==> src/rtl/psum_pkg.sv <==
// Shared definitions for the partial-sum accumulation controller.
//   psum_state_t : controller FSM encoding (IDLE -> ACC -> DONE -> IDLE)
//   max_w        : larger of two widths. The adder and its bench use it to size
//                  the internal sign-extension path.
package psum_pkg;

    typedef enum logic [1:0] {
        IDLE = 2'd0,
        ACC  = 2'd1,
        DONE = 2'd2
    } psum_state_t;

    function automatic int max_w(int a, int b);
        return (a > b) ? a : b;
    endfunction

endpackage

==> src/rtl/psum_accum_ctrl_adder.sv <==
// Adder_ideal: combinational signed adder, Sum = sext(A) + B + Carry, wrapped
// modulo 2**WIDTH_B. Overflow detection is left to the caller, which knows
// which operand is the running accumulator.
//   A     in  WIDTH_A  signed operand, sign-extended to WIDTH_B
//   B     in  WIDTH_B  signed operand (accumulator)
//   Carry in  1        carry-in / rounding bit
//   Sum   out WIDTH_B  wrapped sum
module Adder_ideal
    import psum_pkg::*;
#(
    parameter int WIDTH_A = 4,
    parameter int WIDTH_B = 8
) (
    input  logic [WIDTH_A-1:0] A,
    input  logic [WIDTH_B-1:0] B,
    input  logic               Carry,
    output logic [WIDTH_B-1:0] Sum
);

    localparam int EXT_W = max_w(WIDTH_A, WIDTH_B);

    generate
        if (WIDTH_B < WIDTH_A) begin : g_width_chk
            $error("Adder_ideal: WIDTH_B must be >= WIDTH_A");
        end
    endgenerate

    logic [EXT_W-1:0] a_ext;
    logic [EXT_W-1:0] sum_full;

    // Sign extension: bits above WIDTH_A replicate the operand's sign bit.
    generate
        for (genvar gi = 0; gi < EXT_W; gi++) begin : g_sext
            if (gi < WIDTH_A) begin : g_low
                assign a_ext[gi] = A[gi];
            end else begin : g_high
                assign a_ext[gi] = A[WIDTH_A-1];
            end
        end
    endgenerate

    assign sum_full = a_ext + EXT_W'(B) + EXT_W'(Carry);
    assign Sum      = sum_full[WIDTH_B-1:0];

endmodule

==> src/rtl/psum_accum_ctrl.sv <==
// psum_accum_ctrl: accumulates a burst of signed operands into one wrapped
// partial sum, using the shared Adder_ideal. The sticky overflow flag is set
// if any beat overflowed the signed range.
//   clk, rst_n           clock, asynchronous active-low reset
//   start, len, flush    burst control (start/len honoured in IDLE; flush always)
//   busy                 high in ACC or DONE
//   in_valid/in_ready    operand stream, one beat per cycle
//   in_data, in_carry    signed operand and its carry-in
//   out_valid/out_ready  result handshake
//   out_sum, out_ovf     result (zero outside DONE)
module psum_accum_ctrl
    import psum_pkg::*;
#(
    parameter int WIDTH_A = 4,
    parameter int WIDTH_B = 8,
    parameter int LEN_W   = 8
) (
    input  logic               clk,
    input  logic               rst_n,
    input  logic               start,
    input  logic [LEN_W-1:0]   len,
    input  logic               flush,
    output logic               busy,
    input  logic               in_valid,
    output logic               in_ready,
    input  logic [WIDTH_A-1:0] in_data,
    input  logic               in_carry,
    output logic               out_valid,
    input  logic               out_ready,
    output logic [WIDTH_B-1:0] out_sum,
    output logic               out_ovf
);

    psum_state_t        state_q, state_d;
    logic [WIDTH_B-1:0] acc_q, acc_d;
    logic [LEN_W-1:0]   cnt_q, cnt_d;
    logic               ovf_q, ovf_d;

    logic [WIDTH_B-1:0] sum;
    logic               beat;
    logic               beat_ovf;

    Adder_ideal #(
        .WIDTH_A (WIDTH_A),
        .WIDTH_B (WIDTH_B)
    ) u_adder (
        .A     (in_data),
        .B     (acc_q),
        .Carry (in_carry),
        .Sum   (sum)
    );

    assign beat = (state_q == ACC) && in_valid;

    // Signed overflow: both addends share a sign and the result's sign differs.
    // The carry-in is part of the result, so 127 + 0 + 1 counts as overflow.
    assign beat_ovf = (in_data[WIDTH_A-1] == acc_q[WIDTH_B-1]) &&
                      (sum[WIDTH_B-1] != acc_q[WIDTH_B-1]);

    always_comb begin
        state_d = state_q;
        acc_d   = acc_q;
        cnt_d   = cnt_q;
        ovf_d   = ovf_q;

        if (flush) begin
            // Abort takes priority over start, a beat, and out_ready.
            state_d = IDLE;
            acc_d   = '0;
            cnt_d   = '0;
            ovf_d   = 1'b0;
        end else begin
            case (state_q)
                IDLE: begin
                    if (start) begin
                        acc_d = '0;
                        ovf_d = 1'b0;
                        if (len != '0) begin
                            state_d = ACC;
                            cnt_d   = len;
                        end else begin
                            // An empty burst goes straight to a zero result.
                            state_d = DONE;
                            cnt_d   = '0;
                        end
                    end
                end
                ACC: begin
                    if (beat) begin
                        acc_d = sum;
                        cnt_d = cnt_q - LEN_W'(1);
                        ovf_d = ovf_q | beat_ovf;
                        if (cnt_q == LEN_W'(1)) begin
                            state_d = DONE;
                        end
                    end
                end
                DONE: begin
                    // Start is not looked at here, so a new burst can begin
                    // only in the cycle after the result is taken.
                    if (out_ready) begin
                        state_d = IDLE;
                        acc_d   = '0;
                        ovf_d   = 1'b0;
                    end
                end
                default: begin
                    state_d = IDLE;
                    acc_d   = '0;
                    cnt_d   = '0;
                    ovf_d   = 1'b0;
                end
            endcase
        end
    end

    always_ff @(posedge clk or negedge rst_n) begin
        if (!rst_n) begin
            state_q <= IDLE;
            acc_q   <= '0;
            cnt_q   <= '0;
            ovf_q   <= 1'b0;
        end else begin
            state_q <= state_d;
            acc_q   <= acc_d;
            cnt_q   <= cnt_d;
            ovf_q   <= ovf_d;
        end
    end

    assign busy      = (state_q == ACC) || (state_q == DONE);
    assign in_ready  = (state_q == ACC);
    assign out_valid = (state_q == DONE);
    assign out_sum   = (state_q == DONE) ? acc_q : '0;
    assign out_ovf   = (state_q == DONE) ? ovf_q : 1'b0;

endmodule

==> config.mk <==
export PLATFORM = sky130hd
export DESIGN_NAME = psum_accum_ctrl
export DESIGN_NICKNAME = d
export VERILOG_FILES = /design/src/rtl/psum_pkg.sv /design/src/rtl/psum_accum_ctrl_adder.sv /design/src/rtl/psum_accum_ctrl.sv
export SDC_FILE = /design/constraint.sdc
export NUM_CORES = 1
export LEC_CHECK = 0
export CAP_MARGIN = 15
export CORE_UTILIZATION = 30
export CTS_CLUSTER_SIZE = 30
export DETAILED_ROUTE_END_ITERATION = 7
export HOLD_SLACK_MARGIN = 0.03
export PLACE_DENSITY = 0.51
export SETUP_SLACK_MARGIN = 0.15
export SYNTH_ARGS = -nofsm -noshare
export SYNTH_HDL_FRONTEND = slang
export SYNTH_SLANG_ARGS = --single-unit
==> constraint.sdc <==
create_clock -name clk -period 1.91 [get_ports clk]
set_input_delay 0.2865 -clock clk [delete_from_list [all_inputs] [get_ports clk]]
set_output_delay 0.2865 -clock clk [all_outputs]
set_load 0.05 [all_outputs]
==> results of run 1 <==
[layout make-up]
type | count | area [µm²] | share of cell area
Clock buffer | 4 | 45.0 | 0.0185
Inverter | 14 | 52.6 | 0.0216
Multi-Input combinational cell | 133 | 1110 | 0.456
Sequential cell | 19 | 477 | 0.196
Tap cell | 67 | 83.8 | 0.0344
Timing Repair Buffer | 63 | 667 | 0.274
[through the flow]
step           power [mW]  area (µm²)  hold WS, ps
2_1_floorplan        1.87        1550        -9.09
3_3_place_gp         2.41        2190          489
3_5_place_dp         2.46        2190          509
4_1_cts              2.79        2290          391
5_1_grt              3.16        2430          389
6_report             2.95        2430          366
[timing repair]
item | CTS | global route
hold endpoints to repair | 0 | 0
gates resized for setup | 14 | 18
pin swaps | 10 | 10
cloned | 0 | 1
setup buffers | 3 | 5
setup endpoints to repair | 10 | 17
[final timing paths]
path / from / to / slack, ps / cells after the start
max in group asynchronous: rst_n / cnt_q[4] / 1300 / 2
hold reg to reg: acc_q[6] / acc_q[6] / 530 / 2
hold / removal: rst_n / cnt_q[0] / 370 / 2
min in group clk: acc_q[6] / acc_q[6] / 530 / 2
setup reg to reg: acc_q[0] / acc_q[7] / -30 / 7
setup / recovery: acc_q[0] / acc_q[7] / -30 / 7
[routing by layer]
metal	track usage	vias to the layer above	part of all wire
met1	0.222	745	0.44
li1	-	726	-
met3	0.0250	6	0.037
met4	0.0545	0	0.016
met2	0.329	32	0.51
met5	0	-	0
[flip-flops by register name, summed over array words and instances (netlist names)]
| name | count |
|---|---|
| cnt_q | 8 |
| state_q | 2 |
| ovf_q | 1 |
| acc_q | 8 |
[power breakdown]
part / switching [mW] / internal (mW)
Combinational: 1.04 / 0.972
Clock: 0.144 / 0.148
Sequential: 0.124 / 0.517
Total: 1.31 / 1.64
[synthesized netlist by cell type (2+ instances only)]
| cell | instances |
|---|---|
| a21oi_1 | 7 |
| xor2_1 | 4 |
| a22oi_1 | 6 |
| nand2b_1 | 6 |
| and3_1 | 2 |
| nand2_1 | 19 |
| inv_1 | 14 |
| a211oi_1 | 5 |
| and2_1 | 9 |
| o211ai_1 | 3 |
| nor4_1 | 2 |
| nand3_1 | 2 |
| nor3_1 | 2 |
| nor2_1 | 12 |
| xnor2_1 | 3 |
| or3_1 | 2 |
| dfrtp_1 | 19 |
| nor2b_1 | 2 |
| fa_1 | 2 |
| buf_4 | 3 |
| ha_1 | 11 |
| a41oi_1 | 2 |
| o21ai_0 | 12 |
[worst max-delay path, cell delays in order, from the launching register on]
cell      delay (ps)
dfrtp_1          380
inv_2             50
fa_2             390
nand2b_4         160
a211oi_4         230
nor3_2            80
or4b_4           480
o211ai_1          90
[kinds of logic (layout without fill, tap and decap cells)]
logic type,count (synthesis),count (layout),synth area share
fa+ha+maj,13,13,0.119
flops,19,19,0.319
compound gates,45,45,0.215
xor+xnor,7,7,0.0411
simple gates,67,68,0.244
buf+inv,21,81,0.0620
==> results.tsv, run 1 <==
stage	metric	value	unit
run_status	status	finished with violations	
run_status	failing checks	negative setup slack	
placement	port bufs	30	
setup_path	crit end category	flop	
grt	first-pass GRT wire length	7450	µm
layout	most frequent cells in the layout	buf_4, nand2_1, dfrtp_1, clkdlybuf4s50_1, buf_12	
synthesis	Seq/Total Area, Yosys	0.319	
drt	Post-DRT Antenna Nets	0	
cts	Sink Count	19	
timing	endpoints failing setup	1	
layout	share of layout cells above drive strength 1	0.361	
synthesis	cell taking the most area after synthesis	dfrtp_1	
timing	Worst Skew	7.03	ps
grt	vias in the first global route	1620	
synthesis	ranking of synthesized cells by area	dfrtp_1, ha_1, nand2_1, o21ai_0, and2_1	
setup_path	critical path startpoint category	flop	
layout	antenna cells	0	
drt	DRC Markers	0	
synthesis	ys async rst share	1.00	
layout	non-filler cells, final	300	
cts	clk buf depth	2	
layout	nets	266	
cts	Root Buffer	clkbuf_8	
pwr	maximum vdd drop	0.430	mV
timing	setup TNS	-27.7	ps
synthesis	ys flop type	dfrtp_1	
pwr	P_leak	1.03	nW
floorplanning	Die ar.	0.00526	mm²
flow_run	max_cap viols	0	
drt	Via Count	1509	
grt	GRT Total Usage	0.182	
timing	Slew HR	0.714	
drt	DRT Pass-1 Iters	4	
synthesis	syn_area_per_cell	8.68	µm²
cts	clock latency at the later pin of the worst-skew pair	260	ps
floorplanning	die width	72.5	µm
timing	Slew Limit Fails	0	
cts	H-tree levels	1	
timing	fin worst setup slack	-27.7	ps
drt	wire per inst	14.9	µm
timing	RSZ-0062 raised after global routing	yes	
floorplanning	Die Height	72.5	µm
placement	dpl cells	287	
layout	fillers	448	
synthesis	Synth Register Bits	19	
floorplanning	Initial Utilization	0.314	
layout	commonest non-fill, non-tap cell in the layout	buf_4	
synthesis	Post-synth EDFFs	0	
grt	pin count of the biggest net entering global routing	20	
synthesis	Post-Syn Instances	172	
setup_path	critical path type	flop to flop	
placement	DP Wirelength	3190	µm
drt	Avg Vias per Cell	5.03	
cts	CTS tree	built	
grt	initial antenna violation count	0	
cts	# hold bufs at CTS	0	
floorplanning	Core Region	0.00475	mm²
cts	clk slew on worst S/H paths	80	ps
min_path	Hold Crit Class	input pin to asynchronous set/reset pin	
placement	placer congestion estimate	0.764	
drt	final wirelength	4460	µm
synthesis	area share of the largest cell type after synthesis	0.319	
floorplanning	num rows	25	
synthesis	Synth Net Count	204	
floorplanning	I/O pin cnt	31	
cts	CTS Buf Count	3	
drt	Iter 0 DRT Violations	83	
timing	FMAX	0.516	GHz
timing	hold violation count in the final report	0	
synthesis	Yosys cell types	46	
synthesis	Netlist Area Pre-Place	0.00149	mm²
timing	fin crit share	1.01	
setup_path	critical path arrival	2120	ps
synthesis	Ys Warns	0	
timing	Period minus WS final	1940	ps
layout	Finished Core Util	0.512	
setup_path	CP max FO	2	
timing	Worst Max-Slew Pin Slew	425	ps
layout	Area Overhead vs Synth	63.1	%
grt	total gr overflow	0	
setup_path	Critical Path RT	2090	ps
pwr	pwr dens	1210	mW/mm²
placement	Place WS	-451	ps
No activity file was read; power rests on OpenSTA's default activity.
==> run 2: changes to the inputs <==
- CORE_MARGIN: not set -> 3
==> run 2 against run 1 <==
The run still ends with negative setup slack left. Highest routed layer unchanged. Critical path depth is the same. Clock-buffer cell count is the same. Worst setup slack gained 3.1 ps. Sequential power grew 0.8%. Worst hold slack gained 9.6 ps. Via count shrank 3.8%. Register-to-register slack is essentially flat. Core utilization shrank 1.7 points. Global-route usage shrank 3.0 points. Maximum frequency grew 0.16%.
==> results.tsv, run 2 (same netlist as run 1, synthesis figures left out) <==
stage	metric	value	unit
run_status	status	finished with violations	
run_status	failing checks	negative setup slack	
cts	# hold bufs at CTS	0	
drt	Iter 0 DRT Violations	28	
placement	dpl cell area	0.00219	mm²
cts	clk buf depth	2	
floorplanning	die width	76.5	µm
min_path	Hold Crit Class	input pin to asynchronous set/reset pin	
placement	port bufs	30	
grt	initial antenna violation count	0	
layout	Area Overhead vs Synth	57.8	%
timing	Slew HR	0.647	
floorplanning	I/O pin cnt	31	
timing	fin crit share	1.01	
placement	DP Wirelength	3160	µm
floorplanning	Die ar.	0.00586	mm²
timing	Period minus WS final	1930	ps
drt	DRC Markers	0	
pwr	P_leak	1.00	nW
floorplanning	Core Region	0.00475	mm²
pwr	pwr dens	1210	mW/mm²
setup_path	critical-path cell list	inv_2, fa_2, nand2b_4, a211oi_4, nor3_2, or4b_1, o211ai_1	
timing	Worst Skew	5.96	ps
timing	RSZ-0062 raised after global routing	yes	
cts	CTS Buf Count	3	
placement	dpl cells	287	
layout	antenna cells	0	
floorplanning	num rows	25	
floorplanning	Die Height	76.5	µm
timing	Worst Max-Slew Pin Slew	524	ps
drt	Via Count	1451	
layout	largest registers	acc_q: 8 flops, cnt_q: 8 flops, state_q: 2 flops	
setup_path	CP max FO	3	
grt	vias in the first global route	1644	
drt	Avg Vias per Cell	4.90	
drt	DRT Pass-1 Iters	4	
layout	nets	262	
setup_path	Critical Path RT	2090	ps
layout	share of layout cells above drive strength 1	0.332	
timing	endpoints failing setup	1	
cts	Root Buffer	clkbuf_8	
setup_path	crit end category	flop	
pwr	power consumption	2.84	mW
grt	total gr overflow	0	
setup_path	critical path type	flop to flop	
setup_path	slowest cell on the critical path	or4b_1	
layout	most frequent cells in the layout	buf_4, nand2_1, dfrtp_1, clkdlybuf4s50_1	
timing	FMAX	0.517	GHz
floorplanning	Initial Utilization	0.314	
placement	placer congestion estimate	0.791	
setup_path	critical path startpoint category	flop	
cts	Sink Count	19	
setup_path	critical path arrival	2110	ps
timing	hold violation count in the final report	0	
setup_path	slowest stage delay, CP	500	ps
pwr	maximum vdd drop	0.484	mV
layout	final instance area	0.00235	mm²
placement	Place WS	-490	ps
drt	wire per inst	13.9	µm
grt	first-pass GRT wire length	7380	µm
grt	pin count of the biggest net entering global routing	20	
drt	final wirelength	4130	µm
setup_path	delay-heaviest family, CP	simple AND/OR/NAND/NOR gates	
timing	Min Hold Slack	376	ps
timing	Slew Limit Fails	0	
layout	fillers	438	
drt	Post-DRT Antenna Nets	0	
cts	CTS tree	built	
cts	clk slew on worst S/H paths	70	ps
cts	clock latency at the later pin of the worst-skew pair	260	ps
cts	H-tree levels	1	
flow_run	max_cap viols	0	
grt	GRT Total Usage	0.152	
setup_path	CP Buf/Inv Count	1	
timing	fin worst setup slack	-24.6	ps
layout	commonest non-fill, non-tap cell in the layout	buf_4	
layout	non-filler cells, final	296	
## run 2: cell count changes in the layout (fill, tap and decap cells not counted), moves of 2 or more
| cell | before | now |
|---|---|---|
| buf_4 | 32 | 30 |
| ha_4 | 6 | 4 |
| ha_1 | 5 | 7 |
| a211oi_2 | 1 | 3 |
| a211oi_1 | 4 | 2 |
## run 2: worst register-to-register path: stages (launching register included)
cell	delay (ps)
dfrtp_1	360
inv_2	50
fa_2	350
nand2b_4	160
a211oi_4	280
nor3_2	70
or4b_1	500
o211ai_1	90
## run 2: what timing repair did
action,4_1_cts,5_1_grt
pin swaps,13,9
buffers inserted,3,2
resized for setup,13,11
hold endpoints to repair,0,0
setup endpoints to repair,5,12
## run 2: cell type report
cell class | count | area (µm²) | area share
clock buffer | 4 | 45.0 | 0.0191
inverter | 14 | 52.6 | 0.0223
multi-input combinational | 132 | 1060 | 0.448
sequential | 19 | 477 | 0.202
tap | 67 | 83.8 | 0.0356
timing repair buffer | 60 | 641 | 0.272
## run 2: worst paths after layout
path	slack [ps]	start	cells past startpoint	endpoint
worst min register to register	530	acc_q[3]	2	acc_q[3]
worst max-delay path	-20	acc_q[0]	7	acc_q[7]
min in group clk	530	acc_q[3]	2	acc_q[3]
worst min-delay path	380	rst_n	2	cnt_q[1]
max in group asynchronous	1290	rst_n	2	cnt_q[4]
worst max register to register	-20	acc_q[0]	7	acc_q[7]
## run 2: routing by layer
layer  global-route usage  share of wire  up-vias
met5                    0              0        -
met4               0.0453         0.0092        0
met3               0.0260          0.047        6
met2                0.279           0.50       26
met1                0.180           0.44      698
li1                     -              -      721
## run 2: metrics by stage
stage	util	TNS, ps
4_1_cts	0.482	-15.6
2_1_floorplan	-	0
3_3_place_gp	0.461	-1610
6_report	0.495	-24.6
5_1_grt	0.495	-276
3_5_place_dp	0.461	-1900
## run 2: power by group
part	internal (mW)	switching (mW)
clock	0.149	0.147
combinational	0.907	0.989
sequential	0.517	0.129
==> run 3: changes to the inputs <==
- DONT_BUFFER_PORTS: not set -> 1
- PLACE_DENSITY: 0.51 -> 0.45
==> run 3 against run 2 <==
The flow now finishes without violations. Sequential share of layout area up 4.6 points. Core utilization down 9.1 points. First-iteration DRC count up 68%. Register-to-register slack better by 70 ps. Largest cell class unchanged. Critical endpoint unchanged. Critical path type unchanged.
==> results.tsv, run 3 (same netlist as run 1, synthesis figures left out) <==
stage	metric	value	unit
run_status	status	finished clean	
grt	first-pass GRT wire length	6560	µm
drt	final wirelength	3760	µm
timing	setup TNS	0	ps
pwr	Psw	1.18	mW
layout	share of layout cells above drive strength 1	0.295	
drt	DRC Markers	0	
pwr	Comb pwr share	0.638	
layout	fillers	504	
floorplanning	Core Region	0.00475	mm²
layout	most frequent cells in the layout	buf_4, nand2_1, dfrtp_1, nor2_1, inv_1	
floorplanning	Die ar.	0.00586	mm²
cts	clk slew on worst S/H paths	80	ps
drt	Post-DRT Antenna Nets	0	
timing	FMAX	0.535	GHz
cts	H-tree levels	1	
drt	DRT Pass-1 Iters	4	
drt	Iter 0 DRT Violations	47	
drt	Via Count	1352	
pwr	maximum vdd drop	0.462	mV
timing	endpoints failing setup	0	
timing	fin crit share	0.979	
cts	CTS tree	built	
pwr	P_leak	0.834	nW
layout	nets	233	
floorplanning	num rows	25	
drt	Avg Vias per Cell	5.06	
cts	clock latency at the later pin of the worst-skew pair	250	ps
timing	hold violation count in the final report	0	
placement	dpl cell area	0.00175	mm²
grt	pin count of the biggest net entering global routing	20	
setup_path	Critical Path RT	2090	ps
setup_path	critical path startpoint category	flop	
floorplanning	Die Height	76.5	µm
floorplanning	I/O pin cnt	31	
cts	Sink Count	19	
setup_path	critical path type	flop to flop	
cts	clk buf depth	2	
drt	wire per inst	14.1	µm
timing	Worst Max-Slew Pin Slew	986	ps
layout	final instance area	0.00192	mm²
layout	non-filler cells, final	267	
pwr	pwr dens	1350	mW/mm²
grt	GRT Total Usage	0.135	
placement	placer congestion estimate	0.809	
cts	Root Buffer	clkbuf_8	
layout	Area Overhead vs Synth	28.8	%
grt	total gr overflow	0	
setup_path	critical path arrival	2050	ps
grt	vias in the first global route	1398	
layout	largest registers	acc_q: 8 flops, cnt_q: 8 flops, state_q: 2 flops	
pwr	Sequential Power Share	0.249	
floorplanning	Initial Utilization	0.314	
min_path	Hold Crit Class	input pin to flop	
pwr	Int Power	1.41	mW
flow_run	max_cap viols	0	
placement	DP Wirelength	2790	µm
timing	Slew Limit Fails	0	
placement	port bufs	0	
layout	commonest non-fill, non-tap cell in the layout	buf_4	
placement	dpl cells	254	
setup_path	R2R cell count	7	
pwr	Clock power frac	0.113	
timing	Period minus WS final	1870	ps
pwr	Sw Ratio	0.455	
timing	RSZ-0062 raised after global routing	yes	
setup_path	crit end category	flop	
floorplanning	die width	76.5	µm
cts	CTS Buf Count	3	
grt	initial antenna violation count	0	
setup_path	CP max FO	2	
min_path	hold path depth	1	
timing	Slew HR	0.341	
layout	antenna cells	0	
timing	Worst Skew	2.16	ps
run 3: cell types whose count changed in the layout (fill, tap and decap cells not counted), sizes merged:
cell           change
buf               -12
clkdlybuf4s50     -14
dlygate4sd2        -4
dlygate4sd3        +1
run 3: timing repair:
item,CTS,global route
setup buffers,4,4
hold buffers,1,0
setup endpoints to repair,16,23
cloned,0,0
pin swaps,6,5
endpoints found under the hold margin,19,0
gates resized for setup,9,12
run 3: area by class of cell:
cell class | instances | area [µm²] | share of cell area
tap | 67 | 83.8 | 0.0436
sequential | 19 | 478 | 0.249
clock buffer | 4 | 45.0 | 0.0234
multi-input combinational | 132 | 1010 | 0.523
timing repair buffer | 31 | 258 | 0.134
inverter | 14 | 52.6 | 0.0273
run 3: critical path, stage by stage (launching register included):
cell      delay (ps)
dfrtp_1          370
inv_2             40
fa_2             350
nand2b_4         160
a211oi_2         210
nor3_1            70
or4b_1           510
o211ai_1          90
run 3: per-layer routing:
metal  part of all wire  vias up  global-route usage  routed length [µm]
met5                  0        -                   0                   0
met4              0.013        0              0.0362                  48
met3              0.038        4              0.0284                 144
met2               0.48       21               0.231                1820
met1               0.47      664               0.172                1750
li1                   -      663                   -                   -
run 3: worst paths after layout:
kind,startpoint,to,slack (ps)
min in group asynchronous,rst_n,cnt_q[5],640
max in group asynchronous,rst_n,state_q[1],610
setup reg to reg,acc_q[0],acc_q[7],40
hold reg to reg,acc_q[3],acc_q[3],510
hold / removal,flush,cnt_q[7],80
setup / recovery,acc_q[0],acc_q[7],40
run 3: power groups by stage:
| stage | clock, mW | combinational, mW | sequential (mW) |
|---|---|---|---|
| 3_3_place_gp | 0 | 1.47 | 0.643 |
| 6_report | 0.293 | 1.65 | 0.645 |
| 2_1_floorplan | 0 | 1.24 | 0.628 |
| 3_5_place_dp | 0 | 1.50 | 0.646 |
| 4_1_cts | 0.305 | 1.56 | 0.641 |
| 5_1_grt | 0.330 | 1.85 | 0.662 |
run 3: through the flow:
stage	total power [mW]	utilization	hold WS (ps)	setup slack, ps
detailed placement	2.14	0.368	-8.57	-34.0
CTS	2.51	0.392	71.4	37.7
floorplan	1.87	-	-9.09	57.0
finish	2.59	0.404	79.8	40.5
global route	2.84	0.404	66.7	-80.0
global placement	2.12	0.368	-8.54	9.54
